[src/rtl/frame_composer.sv]
// Walks every framebuffer pixel once in raster order and writes it through a gated write port,
// composing scrolled background, keyed/mirrored sprite, or a saturating fade of the current frame.
module frame_composer #(
  parameter int          FB_W      = 240,
  parameter int          FB_H      = 160,
  parameter int          MAP_W     = 471,
  parameter int          SPR_W     = 16,
  parameter int          SPR_H     = 21,
  parameter int          SHEET_W   = 271,
  parameter logic [23:0] KEY       = 24'hFF00FF,
  parameter logic [7:0]  FADE_STEP = 8'd5,
  parameter int          AW        = 19
) (
  input  logic          Clk,
  input  logic          Reset_n,
  input  logic          start,
  input  logic [1:0]    mode,
  input  logic          wr_allow,
  input  logic [9:0]    map_x,
  input  logic [9:0]    map_y,
  input  logic [9:0]    spr_x,
  input  logic [9:0]    spr_y,
  input  logic [3:0]    spr_row,
  input  logic [3:0]    spr_col,
  input  logic          spr_mirror,
  output logic [AW-1:0] map_addr,
  input  logic [23:0]   map_data,
  output logic [AW-1:0] spr_addr,
  input  logic [23:0]   spr_data,
  output logic [AW-1:0] fbr_addr,
  input  logic [23:0]   fbr_data,
  output logic          fb_we,
  output logic [AW-1:0] fb_waddr,
  output logic [23:0]   fb_wdata,
  output logic          busy,
  output logic          done,
  output logic [1:0]    state_dbg
);

  // Handshake: a pixel leaves the pipe only on a cycle where fb_we and wr_allow are both high;
  // wr_allow=0 freezes every stage so the same pixel is offered again on the next allowed cycle.

  typedef enum logic [1:0] {
    S_IDLE = 2'd0,
    S_RUN  = 2'd1,
    S_DONE = 2'd2
  } state_t;

  localparam logic [1:0] M_COMPOSE = 2'd1;
  localparam logic [1:0] M_FADE    = 2'd2;

  state_t state_q, state_d;

  logic [1:0]  mode_q;
  logic [9:0]  map_x_q, map_y_q, spr_x_q, spr_y_q;
  logic [3:0]  spr_row_q, spr_col_q;
  logic        spr_mirror_q;

  logic [9:0]  x_q, y_q;
  logic        s0_valid, s1_valid, s2_valid;
  logic [AW-1:0] s1_addr;
  logic        s1_inbox;
  logic        adv_q;
  logic [23:0] map_hold, spr_hold, fbr_hold;

  logic        accept, advance, last_px;
  logic [9:0]  dx, dy, cx;
  logic        in_box;
  logic [AW-1:0] map_lin, spr_lin, fb_lin;
  logic [23:0] map_d, spr_d, fbr_d, pix;

  assign accept    = (state_q == S_IDLE) && start;
  assign advance   = (state_q == S_RUN) && wr_allow;
  assign last_px   = (x_q == 10'(FB_W - 1)) && (y_q == 10'(FB_H - 1));
  assign state_dbg = state_q;

  always_ff @(posedge Clk or negedge Reset_n) begin
    if (!Reset_n) state_q <= S_IDLE;
    else          state_q <= state_d;
  end

  always_comb begin
    state_d = state_q;
    busy    = 1'b0;
    done    = 1'b0;
    case (state_q)
      S_IDLE: if (start) state_d = S_RUN;
      S_RUN: begin
        busy = 1'b1;
        if (advance && s2_valid && !s1_valid && !s0_valid) state_d = S_DONE;
      end
      S_DONE: begin
        done    = 1'b1;
        state_d = S_IDLE;
      end
      default: state_d = S_IDLE;
    endcase
  end

  always_ff @(posedge Clk or negedge Reset_n) begin
    if (!Reset_n) begin
      mode_q       <= '0;
      map_x_q      <= '0;
      map_y_q      <= '0;
      spr_x_q      <= '0;
      spr_y_q      <= '0;
      spr_row_q    <= '0;
      spr_col_q    <= '0;
      spr_mirror_q <= 1'b0;
    end else if (accept) begin
      mode_q       <= mode;
      map_x_q      <= map_x;
      map_y_q      <= map_y;
      spr_x_q      <= spr_x;
      spr_y_q      <= spr_y;
      spr_row_q    <= spr_row;
      spr_col_q    <= spr_col;
      spr_mirror_q <= spr_mirror;
    end
  end

  // S0: raster counter and read addresses for the pixel it holds
  always_ff @(posedge Clk or negedge Reset_n) begin
    if (!Reset_n) begin
      x_q      <= '0;
      y_q      <= '0;
      s0_valid <= 1'b0;
    end else if (accept) begin
      x_q      <= '0;
      y_q      <= '0;
      s0_valid <= 1'b1;
    end else if (advance && s0_valid) begin
      if (last_px) begin
        s0_valid <= 1'b0;
      end else if (x_q == 10'(FB_W - 1)) begin
        x_q <= '0;
        y_q <= y_q + 10'd1;
      end else begin
        x_q <= x_q + 10'd1;
      end
    end
  end

  always_comb begin
    dx      = x_q - spr_x_q;
    dy      = y_q - spr_y_q;
    in_box  = (dx < 10'(SPR_W)) && (dy < 10'(SPR_H));
    cx      = spr_mirror_q ? (10'(SPR_W - 1) - dx) : dx;
    map_lin = (AW'(y_q) + AW'(map_y_q)) * AW'(MAP_W) + AW'(x_q) + AW'(map_x_q);
    spr_lin = (AW'(spr_row_q) * AW'(SPR_H) + AW'(dy)) * AW'(SHEET_W)
              + AW'(spr_col_q) * AW'(SPR_W) + AW'(cx);
    fb_lin  = AW'(y_q) * AW'(FB_W) + AW'(x_q);
  end

  assign map_addr = s0_valid ? map_lin : '0;
  assign spr_addr = (s0_valid && in_box) ? spr_lin : '0;
  assign fbr_addr = s0_valid ? fb_lin : '0;

  // S1: read data is live only on the cycle right after an advance; during a stall the
  // addresses have already moved on, so the copy captured on that first cycle is used instead.
  always_ff @(posedge Clk or negedge Reset_n) begin
    if (!Reset_n) begin
      s1_valid <= 1'b0;
      s1_addr  <= '0;
      s1_inbox <= 1'b0;
      adv_q    <= 1'b0;
      map_hold <= '0;
      spr_hold <= '0;
      fbr_hold <= '0;
    end else begin
      adv_q <= advance;
      if (adv_q) begin
        map_hold <= map_data;
        spr_hold <= spr_data;
        fbr_hold <= fbr_data;
      end
      if (advance) begin
        s1_valid <= s0_valid;
        s1_addr  <= fb_lin;
        s1_inbox <= in_box;
      end
    end
  end

  assign map_d = adv_q ? map_data : map_hold;
  assign spr_d = adv_q ? spr_data : spr_hold;
  assign fbr_d = adv_q ? fbr_data : fbr_hold;

  function automatic logic [7:0] fade_ch(input logic [7:0] c);
    return (c < FADE_STEP) ? 8'd0 : c - FADE_STEP;
  endfunction

  always_comb begin
    case (mode_q)
      M_COMPOSE: pix = (s1_inbox && spr_d != KEY) ? spr_d : map_d;
      M_FADE:    pix = {fade_ch(fbr_d[23:16]), fade_ch(fbr_d[15:8]), fade_ch(fbr_d[7:0])};
      default:   pix = map_d;
    endcase
  end

  // S2: registered write request, released to the framebuffer only while wr_allow is high
  always_ff @(posedge Clk or negedge Reset_n) begin
    if (!Reset_n) begin
      s2_valid <= 1'b0;
      fb_waddr <= '0;
      fb_wdata <= '0;
    end else if (advance) begin
      s2_valid <= s1_valid;
      if (s1_valid) begin
        fb_waddr <= s1_addr;
        fb_wdata <= pix;
      end
    end
  end

  assign fb_we = s2_valid && wr_allow;

endmodule

[config.mk]
export PLATFORM = sky130hd
export DESIGN_NAME = frame_composer
export DESIGN_NICKNAME = d
export VERILOG_FILES = /design/src/rtl/frame_composer.sv
export SDC_FILE = /design/constraint.sdc
export NUM_CORES = 1
export LEC_CHECK = 0
export BUFFER_PORTS_ARGS = -buffer_cell sky130_fd_sc_hd__buf_2
export CORE_UTILIZATION = 30
export DETAILED_ROUTE_END_ITERATION = 8
export PLACE_DENSITY_LB_ADDON = 0.1
export SYNTH_ARGS = -nofsm -noshare
export SYNTH_HDL_FRONTEND = slang
export SYNTH_SLANG_ARGS = --single-unit
[constraint.sdc]
create_clock -name Clk -period 8.1 [get_ports Clk]
set_clock_uncertainty 0.05 [all_clocks]
set_input_delay 0.405 -clock Clk [delete_from_list [all_inputs] [get_ports Clk]]
set_output_delay 0.405 -clock Clk [all_outputs]
set_load 0.02 [all_outputs]
==> results of run 1 <==
kinds of logic after synthesis:
group                      after synthesis
buffers and inverters                  304
and+or+nand+nor                        524
muxes                                   85
xor gates and xnor gates               116
DFF                                    212
AOI/OAI and AO/OA                      288
adders and majority gates              315
repair_timing:
item,in CTS,in global routing
buffers inserted,18,9
endpoints found under the setup margin,13,16
pin swaps,33,44
resized for setup,40,67
hold buffers,54,1
hold endpoints to repair,127,1
routing by layer:
layer | vias to the layer above | wire length [um]
met5 | - | 9
met4 | 2 | 645
met3 | 39 | 2110
met2 | 267 | 24200
met1 | 6614 | 23400
li1 | 6847 | -
worst paths after layout:
kind / endpoint / slack [ns] / from
setup reg to reg: s1_addr[16] / 3.91 / y_q[0]
hold reg to reg: fb_waddr[16] / 0.42 / s1_addr[16]
setup / recovery: spr_addr[15] / 0.04 / y_q[1]
max in group asynchronous: adv_q / 6.16 / Reset_n
hold / removal: spr_col_q[1] / 0.03 / spr_col[1]
min in group asynchronous: fb_wdata[20] / 0.39 / Reset_n
through the flow:
stage	cells	utilization [%]	hold WS (ns)	area (um^2)	setup WS, ns
2_1_floorplan	1844	-	0.0594	17500	-0.0361
3_3_place_gp	2827	34.2	0.402	19700	0.156
3_5_place_dp	2827	34.2	0.404	19700	0.110
4_1_cts	2950	37.5	0.000387	21600	0.00101
5_1_grt	2960	38.3	0.00912	22100	-0.335
6_report	2960	38.3	0.0258	22100	0.0396
cell type report:
cell class | instances | area [um^2]
fillers | 5832 | 35500
multi-input cells | 1328 | 11600
flip-flops and latches | 212 | 5310
repair buffers | 353 | 2230
well taps | 765 | 957
inverters | 251 | 942
clock buffers | 35 | 767
clock inverters | 16 | 246
power by group through the flow:
stage                     sequential, mW  combinational (mW)  clock [mW]
after CTS                           1.11               0.203        1.42
after floorplan                     1.13              0.0990           0
after detailed placement            1.13               0.181           0
after global placement              1.13               0.180           0
after global routing                1.12               0.221        1.46
final                               1.11               0.200        1.37
registers in the layout, summed over array words and instances (netlist names), 2 cells and up:
| signal | cells |
|---|---|
| map_y_q | 10 |
| map_hold | 24 |
| fbr_hold | 24 |
| y_q | 10 |
| spr_hold | 24 |
| spr_col_q | 4 |
| s1_addr | 19 |
| mode_q | 2 |
| map_x_q | 10 |
| spr_x_q | 10 |
| x_q | 10 |
| fb_wdata | 24 |
| fb_waddr | 19 |
| state_dbg | 2 |
| spr_row_q | 4 |
| spr_y_q | 10 |
worst max-delay path: cells and delay by family, from the launching register on:
| family | cells | cell delay (ns) |
|---|---|---|
| adder cells (fa/ha/maj) | 8 | 2.88 |
| AO/OA/AOI/OAI | 8 | 1.30 |
| buffers and inverters | 10 | 1.28 |
| AND/OR/NAND/NOR | 4 | 0.74 |
| XOR/XNOR | 3 | 0.44 |
| flip-flops | 1 | 0.38 |
layout by cell type (no fill, tap or decap), types with 9 or more instances in the layout:
cell type	count
dfrtp_1	211
clkbuf_16	28
and3_1	16
nor3_1	30
mux2i_1	26
inv_2	10
inv_1	240
nand3_1	28
o21a_1	12
or3_1	10
buf_2	225
a222oi_1	17
nor2_1	85
nand2_1	258
ha_4	16
o21ai_0	90
a21o_1	19
o31ai_1	9
and2_1	28
mux2_2	59
fa_1	104
xnor2_1	67
a21oi_1	43
ha_1	186
a21oi_2	11
dlygate4sd3_1	55
buf_4	72
nor2b_1	12
nand4_1	11
o21bai_1	12
xor2_1	33
==> run metrics, run 1 <==
global routing usage on met3=2.29%; IO Pins=232; CTS tree=built; Fin. Hold Viols=0; sw frac=24.4%; setup TNS=0 ns; area share of the leading cell type in the synthesized netlist=30.3%; post-synthesis xor/xnor area fraction=5.81%; YS warnings=0; slowest stage cell, crit path=fa_1; critical path startpoint category=flop; failing checks=design-rule violations; number of port buffers=231; Slew @ Worst Pin=1.12 ns; nature of the critical path endpoint=output port; arrival time worst endpoint=7.61 ns; M1 GR Usage=22.8%; Flop pwr share=41.5%; crit-path most repeated cell=buf_4; Yosys cell types=68; drt first-iter violations=648; min Tclk post-route=8.06 ns; root buf cell=clkbuf_16; Most used DFF post-synth=dfrtp_1; via count=13800; grt ovf=0; antenna cells=0; CTS sink count=212; die width=243 um; layout cell share with drive strength beyond 1=23.3%; Die ar.=0.0592 mm^2; syn_area_per_cell=9.48 um^2; met2 GRT Util=29.2%; flip-flop and latch count after synthesis=212; Hold Path Class=in -> reg; Fmax=0.124 GHz; final wirelength=50.3 mm; number of global-route vias before repair=14200; critical path class=reg -> out; Worst-path clk slew=0.07 ns; Pwr Total=2.68 mW; net switching power=654 uW; Power per Cell Area=122 mW/mm^2; cell taking the most area after synthesis=dfrtp_1; Worst path max stage delay=0.56 ns; DP HPWL=38.6 mm; Max Slew Vio Count=0; main combinational cell family by area after synthesis=adder cells; Synth async-reset ratio=100%; gr busiest metal=met2; first-pass GRT wire length=79.5 mm; largest net degree at the start of global routing=91; clock group share of total power=51.1%; maximum root-to-sink buffer count=3; top cells by area, synth=dfrtp_1, ha_1, fa_1; router iterations before antenna repair=9; most frequent cells after synthesis=nand2_1, inv_1, dfrtp_1, ha_1, fa_1; Rel. slew slack=24.7%; post-synth net total=2285; Area Overhead vs Synth=26.2%; Max Cap Viol=0; post-synthesis mux area share=5.29%; hold depth=3; final worst-path cycle share=99.5%; nets=2615; Compound-Gate Fraction of Synth Area=11.0%; post-synthesis sequential area ratio=30.3%; status=finished, violations left; initial core utilization=30.4%; combinational power share=7.4%; Adder-Cell Fraction of Synth Area=27.2%; CP max FO=5; Final GP Congestion=0.819; # DRC=1; DRT antenna net count=0; Total GRT Usage=16.9%; number of enable flip-flop cells after synthesis=0; # setup viols final=0; Register-to-Register Path Depth=14; internal power=2.03 mW; synthesized area=0.0175 mm^2; worst skew pair latency=0.58 ns; core footprint=0.0576 mm^2; RSZ-0062 raised after global routing=yes; required time of the critical path=7.65 ns; Max VDD drop=0.163 mV; Lkg Pwr=11.1 nW; post-DR vias/cell=4.65; wire per inst=17.0 um; number of antenna violations at the first check in global routing=2; row count=88; cts bufs inserted=28; count leader, synth=nand2_1; Syn Inst Count=1844; # H-tree levels=1; Die Ht=243 um; Synth Area in Simple Gates=13.7%
Power figures use the tool's default switching activity.
==> run 2, diff against run 1 <==
CELL_PAD_IN_SITES_DETAIL_PLACEMENT = 1   (was unset)
CELL_PAD_IN_SITES_GLOBAL_PLACEMENT = 1   (was unset)
clock period = 9.06 ns   (was 8.1 ns; I/O delays follow)
==> run metrics, run 2 (synthesis gave the netlist of run 1 again) <==
status=finished clean; Reg area=0.00531 mm^2 (about the same); maximum root-to-sink buffer count=3 (unchanged); Max VDD drop=0.135 mV (-18%); via count=13700 (-0.65%); die width=243 um (unchanged); Area Overhead vs Synth=18.3%; Hold Path Class=in -> reg; Fin. Hold Viols=0 (unchanged); number of antenna violations at the first check in global routing=0 (-2); Total GRT Usage=18.5% (+1.5 points); Worst-path clk slew=0.06 ns (about the same); wire per inst=18.7 um (+10%); Die ar.=0.0592 mm^2 (unchanged); Fmax=0.116 GHz; worst skew pair latency=0.57 ns (about the same); DP HPWL=42.3 mm (+9.6%); DRT antenna net count=0 (unchanged); Placement Setup Slack=0.287 ns (+0.177 ns); # H-tree levels=1 (unchanged); first-pass GRT wire length=86.2 mm (+8.4%); nature of the critical path endpoint=output port; setup TNS=0 ns (unchanged); final wirelength=53.6 mm (+6.5%); final worst slack=0.444 ns (+0.404 ns); CTS tree=built; placed insts=2809 (-0.64%); critical path class=reg -> out; required time of the critical path=8.56 ns (+0.91 ns); router iterations before antenna repair=7 (-2); # DRC=0 (-1); Rel. slew slack=19.4% (-5.3 points); post-DR vias/cell=4.78 (+2.7%); antenna cells=0 (unchanged); commonest non-fill, non-tap cell in the layout=nand2_1; grt ovf=0 (unchanged); IO Pins=232 (unchanged); final worst-path cycle share=95.1%; Final GP Congestion=0.831 (+1.4%); critical path startpoint category=flop; cts bufs inserted=27 (-3.6%); Max Slew Vio Count=0 (unchanged); number of port buffers=231 (unchanged); CP endpoint=spr_addr[17]; CTS sink count=212 (unchanged); # setup viols final=0 (unchanged); core footprint=0.0576 mm^2 (unchanged); layout cell share with drive strength beyond 1=19.5% (-3.8 points); Die Ht=243 um (unchanged); Worst path max stage delay=0.54 ns (-0.02 ns); root buf cell=clkbuf_16; number of fill cells=6677 (+14%); slowest stage cell, crit path=fa_1; Pwr Total=2.29 mW (-15%); Post-Layout Cell Count=2864 (-3.2%); worst reg2reg setup slack=4.78 ns (+0.87 ns); arrival time worst endpoint=8.11 ns (+0.50 ns); RR Endpoint=s1_addr[16]; Power per Cell Area=111 mW/mm^2 (-9.1%); nets=2519 (-3.7%); CP max FO=6 (+1); Max Cap Viol=0 (unchanged); Slew @ Worst Pin=1.20 ns (+0.0787 ns); Lkg Pwr=10.6 nW (-4.6%); min Tclk post-route=8.62 ns; Register-to-Register Path Depth=14 (unchanged); CP startpoint=y_q[0]; largest net degree at the start of global routing=91 (unchanged); combined area of the multi-input logic cells=0.0112 mm^2 (-3.7%); Reg-to-Reg Start=y_q[1]; row count=88 (unchanged); RSZ-0062 raised after global routing=yes; final core occ=35.9% (-2.4 points); initial core utilization=30.4% (unchanged); number of global-route vias before repair=15200 (+7.1%); most frequent cells in the layout=nand2_1, inv_1, buf_2; drt first-iter violations=535 (-17%)
-- run 2: worst min-delay path by stage --
stage           startpoint            to  cells after the start
3_5_place_dp   s1_addr[12]  fb_waddr[12]                      2
5_1_grt           map_x[9]    map_x_q[9]                      3
6_report          map_x[9]    map_x_q[9]                      3
4_1_cts           map_x[9]    map_x_q[9]                      3
2_1_floorplan      Reset_n         adv_q                      0
3_3_place_gp   s1_addr[10]  fb_waddr[10]                      2
-- run 2: through the flow --
| stage | area [um^2] | hold WS, ns |
|---|---|---|
| 6_report | 20700 | 0.0331 |
| 5_1_grt | 20700 | 0.0228 |
| 4_1_cts | 20500 | 0.00179 |
| 3_5_place_dp | 19600 | 0.407 |
| 3_3_place_gp | 19600 | 0.400 |
| 2_1_floorplan | 17500 | 0.107 |
-- run 2: repair_timing --
action	CTS	global route
hold buffers	1	0
endpoints found under the hold margin	76	0
pin swaps	1	6
resized for setup	4	22
endpoints found under the setup margin	4	9
buffers inserted	1	3
gates cloned	0	0
-- run 2: power breakdown --
part           switching [mW]  internal, mW  leakage (nW)  total, mW
clock                   0.454         0.675         0.459       1.13
combinational          0.0922        0.0722          7.52      0.164
sequential             0.0142         0.981          2.61      0.996
-- run 2: area by class of cell --
cell class | count | share of cell area [%]
Sequential cell | 212 | 25.7
Multi-Input combinational cell | 1328 | 54.0
Timing Repair Buffer | 258 | 6.63
Clock inverter | 16 | 0.859
Tap cell | 765 | 4.63
Inverter | 251 | 4.56
Clock buffer | 34 | 3.64
-- run 2: metal layers --
metal | vias up | track usage (%) | share of wire, %
li1 | 6644 | - | -
met1 | 6783 | 24.0 | 45
met2 | 205 | 32.8 | 50
met3 | 48 | 2.04 | 2.9
met4 | 0 | 3.96 | 1.9
met5 | - | 0 | 0
-- run 2: worst max-delay path: cells and delay by family, from the launching register on --
| kind | cells | cell delay (ns) |
|---|---|---|
| XOR/XNOR | 3 | 0.45 |
| AO/OA/AOI/OAI | 11 | 1.61 |
| buffers and inverters | 8 | 0.86 |
| flip-flops | 1 | 0.45 |
| adder cells (fa/ha/maj) | 10 | 3.48 |
| AND/OR/NAND/NOR | 4 | 0.71 |
==> run 3, diff against run 2 <==
clock period = 10.04 ns   (was 9.06 ns; I/O delays follow)
==> run metrics, run 3 (synthesis gave the netlist of run 1 again) <==
Hold Path Class=in -> reg; number of fill cells=6659 (-0.27%); drt first-iter violations=483 (-9.7%); Area Overhead vs Synth=17.1%; combinational power share=7.0% (-0.2 points); maximum root-to-sink buffer count=3 (unchanged); Power per Cell Area=102 mW/mm^2 (-7.4%); cts bufs inserted=28 (+3.7%); clock group share of total power=50.1% (+0.8 points); number of global-route vias before repair=14900 (-2.3%); Max Slew Vio Count=0 (unchanged); root buf cell=clkbuf_16; Flop pwr share=42.8% (-0.7 points); Fin. Hold Viols=0 (unchanged); # Post-CTS Setup Buffers=0 (-1); post-DR vias/cell=4.81 (+0.63%); Slew @ Worst Pin=1.21 ns (+0.00618 ns); antenna cells=0 (unchanged); initial core utilization=30.4% (unchanged); Pwr Total=2.10 mW (-8.3%); IO Pins=232 (unchanged); most frequent cells in the layout=nand2_1, inv_1, buf_2; # DRC=0 (unchanged); number of antenna violations at the first check in global routing=0 (unchanged); CTS sink count=212 (unchanged); nature of the critical path endpoint=output port; final hold slack=0.0583 ns (+0.0252 ns); internal power=1.58 mW (-8.4%); # H-tree levels=1 (unchanged); combined area of the multi-input logic cells=0.0110 mm^2 (-1.2%); Reg area=0.00531 mm^2 (about the same); Die Ht=243 um (unchanged); crit-path most repeated cell=fa_1; net switching power=515 uW (-8.1%); CP max FO=9 (+3); layout cell share with drive strength beyond 1=17.8% (-1.7 points); largest net degree at the start of global routing=91 (unchanged); commonest non-fill, non-tap cell in the layout=nand2_1; sw frac=24.5% (+0.068 points); min Tclk post-route=9.40 ns; DRT antenna net count=0 (unchanged); final worst-path cycle share=93.6%; Total GRT Usage=18.2% (-0.24 points); row count=88 (unchanged); first-pass GRT wire length=84.8 mm (-1.5%); required time of the critical path=9.49 ns (+0.93 ns); nets=2506 (-0.52%); worst skew pair latency=0.59 ns (+0.02 ns); slowest stage cell, crit path=fa_1; Lkg Pwr=10.5 nW (-1.1%); # setup viols final=0 (unchanged); status=finished clean; Worst-path clk slew=0.06 ns (about the same); placed insts=2799 (-0.36%); DP HPWL=42.1 mm (-0.48%); via count=13700 (+0.037%); Max VDD drop=0.118 mV (-12%); final worst slack=0.644 ns (+0.200 ns); arrival time worst endpoint=8.84 ns (+0.73 ns); Die ar.=0.0592 mm^2 (unchanged); grt ovf=0 (unchanged); final wirelength=53.6 mm (about the same); router iterations before antenna repair=8 (+1); Worst path max stage delay=0.54 ns (about the same); core footprint=0.0576 mm^2 (unchanged); CTS tree=built; Final GP Congestion=0.837 (+0.71%); die width=243 um (unchanged); Placement Setup Slack=1.00 ns (+0.717 ns); RSZ-0062 raised after global routing=no; Post-Layout Cell Count=2847 (-0.59%); number of port buffers=231 (unchanged); Rel. slew slack=19.0% (-0.41 points); wire per inst=18.8 um (+0.60%); critical path startpoint category=flop; critical path class=reg -> out; setup TNS=0 ns (unchanged); Fmax=0.106 GHz; Max Cap Viol=0 (unchanged)
## run 3: routing by layer
metal	vias up	wire [um]	GRT usage, %	part of all wire, %
met1	6794	24400	23.8	46
met4	0	1180	4.59	2.2
met3	62	1620	2.13	3.0
met5	-	0	0	0
met2	220	26400	31.8	49
li1	6609	-	-	-
## run 3: power by group through the flow
stage	clock network (mW)	logic (mW)	registers, mW
after floorplan	0	0.0798	0.908
after global placement	0	0.148	0.913
after detailed placement	0	0.150	0.914
after CTS	1.09	0.151	0.899
after global routing	1.12	0.164	0.902
final	1.05	0.148	0.899
## run 3: timing repair
| action | in CTS | in global routing |
|---|---|---|
| hold buffers | 1 | 0 |
| gates resized for setup | 0 | 3 |
| endpoints found under the setup margin | 0 | 1 |
| hold endpoints to repair | 75 | 0 |
## run 3: critical path, delay by kind of cell, from the launching register on
family	cells	cell delay (ns)
DFF	1	0.50
and+or+nand+nor	4	0.87
adders and majority gates	9	3.90
buffers and inverters	5	0.52
xor gates and xnor gates	3	0.69
AOI/OAI and AO/OA	9	1.79
## run 3: final timing paths
check | slack, ns | endpoint | startpoint | depth (start not counted)
setup / recovery | 0.64 | spr_addr[17] | y_q[1] | 30
setup reg to reg | 5.70 | s1_addr[14] | y_q[2] | 13
hold reg to reg | 0.40 | fb_waddr[2] | s1_addr[2] | 2
min in group asynchronous | 0.45 | spr_col_q[3] | Reset_n | 2
hold / removal | 0.06 | map_x_q[9] | map_x[9] | 3
max in group asynchronous | 7.98 | y_q[1] | Reset_n | 3
## run 3: final cells by class
type	instances	share of cell area, %
well taps	765	4.68
repair buffers	244	6.19
multi-input cells	1328	53.9
flip-flops and latches	212	26.0
clock buffers	38	3.90
clock inverters	9	0.758
inverters	251	4.60
## run 3: stage by stage
stage	cell area (um^2)	util [%]
final	20500	35.5
after global routing	20500	35.5
after CTS	20500	35.5
after detailed placement	19500	33.8
after global placement	19500	33.8
after floorplan	17500	-
